<file path="src/rtl/regfile_read_arbiter.sv">
// Round-robin arbiter sharing one 32:1 register read mux among NUM_REQ requesters.
// Latency: grant edge -> select settles -> capture edge; ack/rdata visible one cycle, one read per 3 cycles.
// Backpressure: requests are level-held until ack; only the IDLE state samples req, others wait.
module regfile_read_arbiter #(
    parameter int NUM_REQ    = 4,
    parameter int ADDR_WIDTH = 5,
    parameter int DATA_WIDTH = 32
) (
    input  logic                          clock,
    input  logic                          reset,
    input  logic [NUM_REQ-1:0]            req,
    input  logic [NUM_REQ*ADDR_WIDTH-1:0] req_addr,
    output logic [ADDR_WIDTH-1:0]         mux_select,
    input  logic [DATA_WIDTH-1:0]         mux_out,
    output logic [DATA_WIDTH-1:0]         rdata,
    output logic [NUM_REQ-1:0]            ack,
    output logic                          busy
);

    localparam int PW = (NUM_REQ > 1) ? $clog2(NUM_REQ) : 1;

    localparam logic [1:0] IDLE   = 2'd0;
    localparam logic [1:0] SELECT = 2'd1;
    localparam logic [1:0] RESP   = 2'd2;

    logic [1:0]            state;
    logic [PW-1:0]         rr_ptr;
    logic [PW-1:0]         grant;
    logic [PW-1:0]         winner;
    logic [PW-1:0]         next_ptr;
    logic                  found;
    logic [ADDR_WIDTH-1:0] addr_arr [NUM_REQ];

    for (genvar g = 0; g < NUM_REQ; g++) begin : g_addr
        assign addr_arr[g] = req_addr[g*ADDR_WIDTH +: ADDR_WIDTH];
    end

    // First set request at or above rr_ptr, wrapping past the top requester.
    always_comb begin
        int            idx;
        logic [PW-1:0] cand;
        winner = '0;
        found  = 1'b0;
        idx    = 0;
        cand   = '0;
        for (int i = 0; i < NUM_REQ; i++) begin
            idx = int'(rr_ptr) + i;
            if (idx >= NUM_REQ) begin
                idx = idx - NUM_REQ;
            end
            cand = PW'(idx);
            if (!found && req[cand]) begin
                found  = 1'b1;
                winner = cand;
            end
        end
    end

    assign next_ptr = (int'(winner) == NUM_REQ - 1) ? '0 : winner + PW'(1);

    always_ff @(posedge clock or negedge reset) begin
        if (!reset) begin
            state      <= IDLE;
            mux_select <= '0;
            rdata      <= '0;
            ack        <= '0;
            rr_ptr     <= '0;
            grant      <= '0;
        end else begin
            case (state)
                IDLE: begin
                    if (found) begin
                        mux_select <= addr_arr[winner];
                        grant      <= winner;
                        rr_ptr     <= next_ptr;
                        state      <= SELECT;
                    end
                end
                SELECT: begin
                    rdata <= mux_out;
                    ack   <= NUM_REQ'(1) << grant;
                    state <= RESP;
                end
                RESP: begin
                    ack   <= '0;
                    state <= IDLE;
                end
                default: begin
                    ack   <= '0;
                    state <= IDLE;
                end
            endcase
        end
    end

    assign busy = (state != IDLE);

endmodule

</file>
<file path="config.mk">
export PLATFORM = sky130hd
export DESIGN_NAME = regfile_read_arbiter
export DESIGN_NICKNAME = d
export VERILOG_FILES = /design/src/rtl/regfile_read_arbiter.sv
export SDC_FILE = /design/constraint.sdc
export NUM_CORES = 1
export LEC_CHECK = 0
export ABC_CLOCK_PERIOD_IN_PS = 3300
export BUFFER_PORTS_ARGS = -buffer_cell sky130_fd_sc_hd__buf_2
export CORE_ASPECT_RATIO = 0.75
export CORE_UTILIZATION = 49
export CTS_CLUSTER_SIZE = 12
export DETAILED_ROUTE_END_ITERATION = 16
export PLACE_DENSITY = 0.89
export SYNTH_ARGS = -nofsm -noshare
export SYNTH_HDL_FRONTEND = slang
export SYNTH_SLANG_ARGS = --single-unit
</file>
<file path="constraint.sdc">
create_clock -name clock -period 3.3 [get_ports clock]
set_input_delay 0.495 -clock clock [delete_from_list [all_inputs] [get_ports clock]]
set_output_delay 0.495 -clock clock [all_outputs]
set_load 0.02 [all_outputs]
</file>
==> results of run 1 <==
==> cell usage after synthesis <==
master,instances,area [µm²]
a2bb2oi_2,1,15.0
nand3_1,1,5.00
or2_4,1,8.76
mux2i_1,12,120
o221ai_2,1,15.0
nor2_1,2,7.51
nand2_4,1,11.3
or2_1,1,6.26
nor2b_1,1,6.26
nand2_1,12,45.0
a21boi_0,1,7.51
xnor2_1,1,8.76
nor3b_1,1,7.51
o221ai_1,4,35.0
nand2b_1,3,18.8
nand3b_1,3,22.5
dfrtp_1,47,1180
mux2_2,32,360
nor4_1,1,6.26
o21ai_2,1,8.76
nand2b_2,1,8.76
inv_1,1,3.75
clkinv_4,1,8.76
a21oi_1,6,30.0
a211oi_4,1,20.0
buf_6,3,33.8
buf_2,4,20.0
==> per-stage QoR <==
| stage | hold WS [ns] | instance area, µm² | setup slack [ns] | power (µW) |
|---|---|---|---|---|
| detailed placement | 0.478 | 2530 | 1.30 | 2440 |
| floorplan | 0.199 | 2020 | 1.79 | 2040 |
| global route | 0.411 | 2630 | 1.29 | 2950 |
| global placement | 0.471 | 2530 | 1.35 | 2390 |
| CTS | 0.405 | 2630 | 1.45 | 2790 |
| finish | 0.368 | 2630 | 1.45 | 2760 |
==> final cells by class <==
cell class / count / share of cell area
clock buffers: 7 / 0.0328
clock inverters: 1 / 0.00333
inverters: 2 / 0.00476
multi-input cells: 88 / 0.296
flip-flops and latches: 47 / 0.447
well taps: 52 / 0.0248
repair buffers: 100 / 0.191
==> state kept, by name, summed over array words and instances (netlist names) <==
register and flops:
rdata 32, ack 4, rr_ptr 2, mux_select 5, state 2, grant 2
==> power breakdown <==
group	internal [µW]	total (µW)	switching [µW]
Clock	172	357	185
Sequential	869	1040	169
Combinational	605	1370	765
==> layer usage <==
layer,GRT usage,part of all wire,vias to the layer above,wire length (µm)
met2,0.356,0.53,40,2170
met5,0,0,-,0
met4,0.0742,0.010,0,43
met3,0.0496,0.043,5,177
li1,-,-,711,-
met1,0.236,0.42,718,1720
==> worst min-delay path by stage <==
| stage | start | end |
|---|---|---|
| floorplan | reset | ack[0] |
| global placement | mux_select[3] | mux_select[3] |
| detailed placement | mux_select[1] | mux_select[1] |
| CTS | reset | rdata[19] |
| global route | mux_out[13] | rdata[13] |
| finish | reset | rdata[23] |
==> cells by family after synthesis <==
family                 Yosys count
AND/OR/NAND/NOR                 28
flip-flops                      47
multiplexers                    44
buffers and inverters            9
AO/OA/AOI/OAI                   15
XOR/XNOR                         1
==> flow_metrics.tcl, run 1 <==
set metrics [dict create \
    cp_max_fo 12 \
    finClkSkew_ns 0.00986 \
    insertion_delay_ns 0.29 \
    place_hpwl_um 3150 \
    layoutNonFillerInstCount 297 \
    slew_viol_final 0 \
    fin_util 0.691 \
    syn_area_um2 2020 \
    clk_path_buf_depth 2 \
    synth.mux.area_fraction 0.238 \
    seqCellArea_um2 1180 \
    cp.buffers_inverters 0 \
    cp.required_ns 3.46 \
    finalHoldViolations 0 \
    antenna_found_initial 0 \
    endpoint "mux_select[2]" \
    crit_path_end_kind "register" \
    drt-total-wl_um 4110 \
    io_buffers 99 \
    synthCells 144 \
    r2r_start "rr_ptr[1]" \
    final_cell_mix "buf_2 (99), dfrtp_1 (47), mux2_2 (32)" \
    initial_core_util 0.530 \
    fillCellCount 283 \
    synth_top_family_by_area "multiplexers" \
    maxCapViolCount 0 \
    dieArea_um2 4380 \
    finalNetCount 302 \
    max_slew_margin 0.328 \
    synth.distinct_cells 27 \
    synth-xor-area-share 0.00434 \
    syn_nets 202 \
    placed_cells 289 \
    ant_nets 0 \
    slowest_delay_ns 0.63 \
    worst_r2r_endpoint "mux_select[2]" \
    yosys.area_share.simple 0.0763 \
    core.rowCount 19 \
    worstSetupPathType "reg -> reg" \
    wl_per_cell_um 13.8 \
    fin_crit_ns 1.85 \
    grt_max_degree 48 \
    place.gp.congestion 0.800 \
    cp_cell_sequence "nand2_1 -> nand3b_1 -> a2bb2oi_2 -> mux2i_1 -> o221ai_1" \
    drive_above_1_share 0.604 \
    hold_class "in -> async" \
    mostFrequentLayoutCell "buf_2" \
    critical_path_arrival_ns 2.00 \
    post_cts.repair.setup_buffers 0 \
    crit_path_start "rr_ptr[1]" \
    ys_warn_count 0 \
    period_share 0.559 \
    p_leak_uw 0.00131 \
    cp_slowest_cell "a2bb2oi_2" \
    die_w_um 76.1 \
    crit_family "compound AO/OA/AOI/OAI gates" \
    r2r_setup_slack_ns 1.45 \
    cts_sinks 47 \
    synthAdderAreaFrac 0 \
    antenna_cells 0 \
    htreeDepth 2 \
    rsz0062_at_grt "no" \
    worst_slew_pin_slew_ns 1.01 \
    grt_pass1_vias 1500 \
    grt_pass1_wl_um 6680 \
    multiInputGateArea_um2 777 \
    drt_iter0_drc 74 \
    grtUsageTotal 0.199 \
    clock.fmax_mhz 542 \
    cts_resized 0 \
    critical_path_depth 5 \
    seq_area_frac_synth 0.583 \
    core_um2 3800 \
    start_kind "register" \
    overflow 0 \
    vias 1474 \
    powerDensity_nw_per_um2 1050 \
    area_delta_synth_final_pct 30.3 \
    synth-seq-cells 47 \
    worstRegToRegCells 5 \
    finalSetupViolCount 0 \
    cts_tree "built" \
    dr.pass1.iters 4 \
    root_buffer "clkbuf_8" \
    vias_per_cell 4.96 \
    die_height_um 57.6 \
    peakVddDrop_v 0.000546 \
    synth_compound_area_frac 0.0651 \
    status "complete, no violations" \
    finalSetupTns_ns 0 \
    cts.clk_slew.worst_paths_ns 0.09 \
    io_pins 100 \
    avgSynthCellArea_um2 14.0 \
    drc 0 \
    ctsHoldBuffers 0 \
    cts_made_buffers 5 \
]
No activity file was read; power rests on OpenSTA's default activity.
==> run 2, diff against run 1 <==
==> config.mk (replaced) <==
export PLATFORM = sky130hd
export DESIGN_NAME = regfile_read_arbiter
export DESIGN_NICKNAME = d
export VERILOG_FILES = /design/src/rtl/regfile_read_arbiter.sv
export SDC_FILE = /design/constraint.sdc
export NUM_CORES = 1
export LEC_CHECK = 0
export ABC_CLOCK_PERIOD_IN_PS = 1750
export BUFFER_PORTS_ARGS = -buffer_cell sky130_fd_sc_hd__buf_2
export CORE_ASPECT_RATIO = 0.75
export CORE_UTILIZATION = 45
export CTS_CLUSTER_SIZE = 12
export DETAILED_ROUTE_END_ITERATION = 16
export PLACE_DENSITY = 0.83
export SYNTH_ARGS = -nofsm -noshare
export SYNTH_HDL_FRONTEND = slang
export SYNTH_SLANG_ARGS = --single-unit
==> constraint.sdc (replaced) <==
create_clock -name clock -period 1.75 [get_ports clock]
set_input_delay 0.2625 -clock clock [delete_from_list [all_inputs] [get_ports clock]]
set_output_delay 0.2625 -clock clock [all_outputs]
set_load 0.02 [all_outputs]
==> run 2 against run 1 <==
Compared with the run above: sequential power increased by 88%; global-route usage decreased by 1.2 points; count of clock-buffer cells in the layout unchanged; first-iteration DRC count decreased by 38%; critical path depth increased by 1; total power increased by 89%; clock skew decreased by 0.0012 ns; non-clock buffer count increased by 3; final area increased by 0.95%; routed wire length increased by 0.63%.
==> flow_metrics.tcl, run 2 (synthesized netlist as in run 1, its figures left out) <==
set metrics [dict create \
    finalHoldViolations 0 \
    grt_max_degree 48 \
    worst_slew_pin_slew_ns 0.580 \
    ant_nets 0 \
    grt_pass1_wl_um 6640 \
    maxCapViolCount 0 \
    drive_above_1_share 0.605 \
    antenna_found_initial 0 \
    die_height_um 60.0 \
    dp_slack_ns 0.206 \
    io_pins 100 \
    drt_iter0_drc 46 \
    largest_register "rdata" \
    insertion_delay_ns 0.29 \
    start_kind "register" \
    slew_viol_final 0 \
    grtUsageTotal 0.187 \
    peakVddDrop_v 0.00102 \
    ctsHoldBuffers 0 \
    clock.fmax_mhz 640 \
    grt_pass1_vias 1496 \
    overflow 0 \
    die_w_um 79.3 \
    cts.clk_slew.worst_paths_ns 0.09 \
    r2r_setup_slack_ns 0.19 \
    cts_tree "built" \
    endpoint "mux_select[2]" \
    cts_sinks 47 \
    place_hpwl_um 3130 \
    cts_resized 0 \
    fin_crit_ns 1.56 \
    antenna_cells 0 \
    wl_per_cell_um 13.7 \
    crit_path_end_kind "register" \
    place.gp.congestion 0.706 \
    largest_reg_flops 32 \
    hold_class "in -> async" \
    cp_max_fo 11 \
    dr.pass1.iters 2 \
    period_share 0.893 \
    powerDensity_nw_per_um2 1970 \
    root_buffer "clkbuf_8" \
    final_cell_mix "buf_2 (99), dfrtp_1 (47), mux2_2 (32)" \
    rsz0062_at_grt "no" \
    critical_path_arrival_ns 1.71 \
    vias_per_cell 4.92 \
    finClkSkew_ns 0.00870 \
    clk_path_buf_depth 2 \
    r2r_start "rr_ptr[0]" \
    dieArea_um2 4760 \
    post_cts.repair.setup_buffers 0 \
    cts_made_buffers 5 \
    max_slew_margin 0.613 \
    worst_r2r_endpoint "mux_select[2]" \
    initial_core_util 0.483 \
    worstRegToRegCells 6 \
    io_buffers 99 \
    finalSetupViolCount 0 \
    htreeDepth 2 \
    drt-total-wl_um 4140 \
    finalNetCount 305 \
    cp.required_ns 1.90 \
    core_um2 4180 \
    worstSetupPathType "reg -> reg" \
    finalSetupTns_ns 0 \
    reg_top3 "rdata x32, mux_select x5, ack x4" \
    vias 1491 \
    core.rowCount 20 \
    crit_path_start "rr_ptr[0]" \
    status "complete, no violations" \
    drc 0 \
    timing.final.ws_setup_ns 0.187 \
    p_leak_uw 0.00132 \
    area_delta_synth_final_pct 31.6 \
    mostFrequentLayoutCell "buf_2" \
]
-- run 2: changes by cell type in the layout (fill, tap and decap cells not counted) --
cell,previous run,this run
buf_12,0,1
buf_4,1,3
clkbuf_1,1,2
clkbuf_8,6,5
clkinv_2,0,1
clkinv_4,2,1
-- run 2: final cells by class --
cell class                      count  area [µm²]
Timing Repair Buffer              103         538
Clock buffer                        7        76.3
Fill cell                         340        1530
Multi-Input combinational cell     88         777
Tap cell                           55        68.8
Inverter                            2        12.5
Sequential cell                    47        1180
Clock inverter                      1        5.00
-- run 2: worst min-delay path by stage --
stage / cells after the start / to / startpoint / slack [ns]
after floorplan: 0 / ack[0] / reset / -0.03
after global placement: 2 / rdata[17] / reset / 0.39
after detailed placement: 2 / rdata[29] / reset / 0.39
after CTS: 2 / rdata[18] / reset / 0.08
after global routing: 2 / rdata[20] / reset / 0.10
final: 2 / ack[0] / reset / 0.07
-- run 2: critical path: stages, from the launching register on --
cell       delay [ns]
dfrtp_1          0.39
inv_1            0.09
a21oi_1          0.18
a2bb2oi_2        0.16
buf_4            0.23
mux2i_1          0.23
o221ai_1         0.15
-- run 2: report_power, final --
group,switching [µW],total (µW),leakage [µW],internal (µW)
combinational,1470,2660,0.000715,1190
clock,331,612,0.0000422,281
sequential,322,1960,0.000561,1640
-- run 2: metrics by stage --
stage	hold WS, ns	area [µm²]	total power, µW	instances	util
global route	0.102	2650	5570	303	0.635
detailed placement	0.393	2570	4670	295	0.616
CTS	0.0773	2650	5290	303	0.635
global placement	0.387	2570	4570	295	0.616
floorplan	-0.0331	2020	3850	144	-
finish	0.0653	2650	5230	303	0.635
-- run 2: metal layers --
metal / global-route usage / wire (µm) / share of wire
met1: 0.223 / 1740 / 0.42
met2: 0.331 / 2200 / 0.53
met3: 0.0443 / 154 / 0.037
met4: 0.0727 / 37 / 0.0089
met5: 0 / 0 / 0
